### config.mk
export PLATFORM = sky130hd
export DESIGN_NAME = matrix_transpose_seq
export DESIGN_NICKNAME = d
export VERILOG_FILES = /design/src/rtl/matrix_transpose_seq.sv
export SDC_FILE = /design/constraint.sdc
export NUM_CORES = 1
export LEC_CHECK = 0
export CELL_PAD_IN_SITES_DETAIL_PLACEMENT = 1
export CELL_PAD_IN_SITES_GLOBAL_PLACEMENT = 2
export CORE_MARGIN = 4
export CORE_UTILIZATION = 32
export CTS_CLUSTER_DIAMETER = 200
export DETAILED_ROUTE_END_ITERATION = 10
export PLACE_DENSITY_LB_ADDON = 0.1
export SKIP_LAST_GASP = 1
export SYNTH_ARGS = -nofsm -noshare
export SYNTH_HDL_FRONTEND = slang
export SYNTH_SLANG_ARGS = --single-unit
### constraint.sdc
create_clock -name clk -period 1.91 [get_ports clk]
set_clock_uncertainty 0.05 [all_clocks]
set_input_delay 0.2865 -clock clk [delete_from_list [all_inputs] [get_ports clk]]
set_output_delay 0.2865 -clock clk [all_outputs]
set_load 0.03 [all_outputs]
### src/rtl/matrix_transpose_seq.sv
// Sequential R x C -> C x R transposer of 32-bit words, one word moved per clock.
// The result is published to A_T all at once, so the output never shows a partial transpose.
module matrix_transpose_seq #(
    parameter int ROWS = 1,
    parameter int COLS = 1
) (
    input  logic                      clk,
    input  logic                      rst_n,
    input  logic                      start,
    input  logic [32*ROWS*COLS-1:0]   A,
    output logic [32*ROWS*COLS-1:0]   A_T,
    output logic                      busy,
    output logic                      done
);
    localparam int N    = ROWS * COLS;
    localparam int MAXD = (ROWS > COLS) ? ROWS : COLS;
    localparam int CW   = $clog2(MAXD) + 1;
    localparam int IW   = (N > 1) ? $clog2(N) : 1;
    localparam logic [CW-1:0] R_LAST = CW'(ROWS - 1);
    localparam logic [CW-1:0] C_LAST = CW'(COLS - 1);

    typedef enum logic [1:0] {IDLE, COPY, FINISH} state_t;

    state_t            state, state_nxt;
    logic [CW-1:0]     r, c;
    logic [N-1:0][31:0] src, dst;
    logic [IW-1:0]     src_idx, dst_idx;
    logic              last;

    assign last    = (r == R_LAST) && (c == C_LAST);
    assign src_idx = IW'(r * COLS + c);
    assign dst_idx = IW'(c * ROWS + r);

    always_ff @(posedge clk) begin
        if (!rst_n) state <= IDLE;
        else        state <= state_nxt;
    end

    always_comb begin
        state_nxt = state;
        case (state)
            IDLE:    if (start) state_nxt = COPY;
            COPY:    if (last)  state_nxt = FINISH;
            FINISH:  state_nxt = IDLE;
            default: state_nxt = IDLE;
        endcase
    end

    always_ff @(posedge clk) begin
        if (!rst_n) begin
            r    <= '0;
            c    <= '0;
            busy <= 1'b0;
            done <= 1'b0;
            A_T  <= '0;
            src  <= '0;
            dst  <= '0;
        end else begin
            case (state)
                IDLE: begin
                    if (start) begin
                        src  <= A;
                        r    <= '0;
                        c    <= '0;
                        busy <= 1'b1;
                        done <= 1'b0;
                    end
                end
                COPY: begin
                    dst[dst_idx] <= src[src_idx];
                    // Counters park at zero after the last element instead of running past R-1.
                    if (last) begin
                        r <= '0;
                        c <= '0;
                    end else if (c == C_LAST) begin
                        c <= '0;
                        r <= r + 1'b1;
                    end else begin
                        c <= c + 1'b1;
                    end
                end
                FINISH: begin
                    A_T  <= dst;
                    busy <= 1'b0;
                    done <= 1'b1;
                end
                default: ;
            endcase
        end
    end
endmodule
==> run summary, run 1 <==
Outcome - completed
Reg area - 0.00200 mm^2
Layout Nets - 524
Worst Max-Slew Pin Slew - 0.437 ns
Max Buffers Root-to-Sink - 2
Leakage - 1.62 nW
Share of layout cells above drive strength 1 - 11.2%
Cell Pwr Density - 930 mW/mm^2
Antenna viol nets, final - 0
Inst Count DP - 618
GRT Total Usage - 14.0%
Sequential power share - 49.8%
Vias in the first global route - 2,789
Post-cts sizing count - 0
Critical path fanouts, max - 2
CP bufs+invs - 1
WP data required - 1.57 ns
Global placement routability congestion - 0.712
Dpl hpwl - 6020 um
Die Y - 115 um
# setup viols final - 0
Clk_lat worst skew - 0.34 ns
Crit path arrival time - 1.38 ns
Final WS setup - 0.192 ns
# DRC - 0
Combinational power share - 7.9%
Post-synthesis register bit count - 100
RSZ-0062 raised after global routing - false
Post-Syn Area - 0.00364 mm^2
Area of the die - 0.0131 mm^2
Pre-CTS setup slack - 0.139 ns
WS Path Type - flip-flop to output pin
Clock Pin Slew Worst Setup and Hold Paths - 0.06 ns
Row count - 38
Congestion Overflow GR - 0
Port-buffer cells - 68
Detailed Route WL - 8800 um
Syn_area_per_cell - 8.32 um^2
Max-Cap Viols - 0
Drt wl/cell - 14.0 um
Via count - 2,945
Switching Share - 22.0%
Synthesized instance count - 437
Core footprint - 0.0110 mm^2
Worst setup SP type - flip-flop
Slowest stage delay, CP - 0.69 ns
Fillers - 1,317
Reg-to-reg slack, setup - 0.41 ns
Synthesis Warnings - 0
Relative slew slack - 70.9%
Global-route wire length before repair - 14,400 um
Most common cell after layout, fill and taps aside - nand2_1
DR iter-0 viols - 136
Area growth from synthesis to final layout - 30.0%
IO Pins - 69
Post-CTS Hold Buffers - 0
Post-synth ARST share - 0%
Initial antenna violation count - 0
Hold WC Path Type - input port to flip-flop
Internal - 3.43 mW
Pre-Repair DR Iteration Count - 5
Number of enable flip-flop cells after synthesis - 0
Commonest cells after routing, fill and taps aside - nand2_1 (160), dfxtp_1 (100), clkdlybuf4s50_1 (67)
Clock Sinks - 100
Clk root buf - clkbuf_16
Fin util - 43.1%
CP Cell Sequence - clkdlybuf4s50_1
Endpoints failing hold - 0
Post-CTS Setup Bufs - 0
Critical Path Sink Type - output pin
Ant diodes - 0
Non-Filler Instances - 631
Dominant synthesized flop cell - dfxtp_1
Syn nets - 472
Setup TNS - 0 ns
Final period util - 89.9%
Chip width - 115 um
Area of the multi-input gates - 0.00143 mm^2
Clock share of power - 42.3%
Maximum clock frequency - 582 MHz
Netlist cell types - 21
Final min period - 1.72 ns
H-tree Lvls - 3
Slowest-stage cell, CP - clkdlybuf4s50_1
Vias per cell - 4.67
Net Sw Power - 0.969 mW
Peak VDD IR - 0.456 mV
Crit-path leading delay family - buffers and inverters
Slew Viols, Final - 0
Largest net degree at the start of global routing - 65
Num CTS Buffers - 9
Starting density of the core - 33.1%
Sequential area share after synthesis - 55.0%
TritonCTS clock tree - built
## stage by stage
stage	hold slack [ns]	power, mW	instance area, um^2
2_1_floorplan	0.369	2.45	3640
4_1_cts	0.331	4.45	4730
3_5_place_dp	0.397	2.59	4430
6_report	0.339	4.40	4730
3_3_place_gp	0.392	2.59	4430
5_1_grt	0.359	4.57	4730
## routing by layer
metal	vias to the layer above	wire length, um	GRT usage [%]
met5	-	0	0
met4	0	164	6.89
met3	13	394	2.43
met2	60	3710	19.6
met1	1343	4540	20.7
li1	1529	-	-
## cell type report
| class | count | area share [%] |
|---|---|---|
| sequential | 100 | 42.3 |
| multi-input combinational | 299 | 30.3 |
| timing repair buffer | 77 | 17.3 |
| clock buffer | 10 | 4.84 |
| tap | 140 | 3.70 |
| clock inverter | 3 | 1.38 |
| inverter | 2 | 0.159 |
## final timing paths
kind | start | end | cells past startpoint
max | done$_SDFFE_PN0P_ | done | 1
min | rst_n | dst[10]$_SDFFE_PN0P_ | 3
max reg2reg | state[0]$_SDFFE_PN0P_ | A_T[26]$_SDFFE_PN0P_ | 4
min reg2reg | A_T[24]$_SDFFE_PN0P_ | A_T[24]$_SDFFE_PN0P_ | 2
## synth_stat cells, types with 2 or more instances
| library cell | count | area [um^2] |
|---|---|---|
| buf_1 | 3 | 11.3 |
| nand2b_1 | 2 | 12.5 |
| nand3_2 | 7 | 70.1 |
| nand3_1 | 25 | 125 |
| buf_6 | 6 | 67.6 |
| buf_2 | 16 | 80.1 |
| a21oi_1 | 65 | 325 |
| nor2b_1 | 2 | 12.5 |
| clkbuf_1 | 10 | 37.5 |
| o21ai_0 | 2 | 10.0 |
| nand2_1 | 160 | 601 |
| nor2_1 | 3 | 11.3 |
| dfxtp_1 | 100 | 2000 |
| o21ai_1 | 8 | 40.0 |
| o21ai_2 | 22 | 193 |
## flip-flops by register name (all words and copies together), names as in the netlist
name   count
A_T       32
dst       32
src       32
state      2
busy       1
done       1
## logic make-up after synthesis
logic type / synth area share (%)
AO/OA/AOI/OAI: 15.8
AND/OR/NAND/NOR: 23.4
buffers and inverters: 5.74
flip-flops: 55.0
## power by group through the flow
stage,clock (mW),sequential [mW],combinational [mW]
after floorplan,0,2.23,0.215
after global placement,0,2.24,0.352
after detailed placement,0,2.24,0.356
after CTS,1.91,2.19,0.358
after global routing,1.98,2.20,0.388
final,1.86,2.19,0.349
(Power assumes the default switching activity.)
==> run 2: changes to the inputs <==
Settings changed: CAP_MARGIN set to 20.
==> results of run 2 <==
Final layout, timing and power as in run 1 (identical DEF).
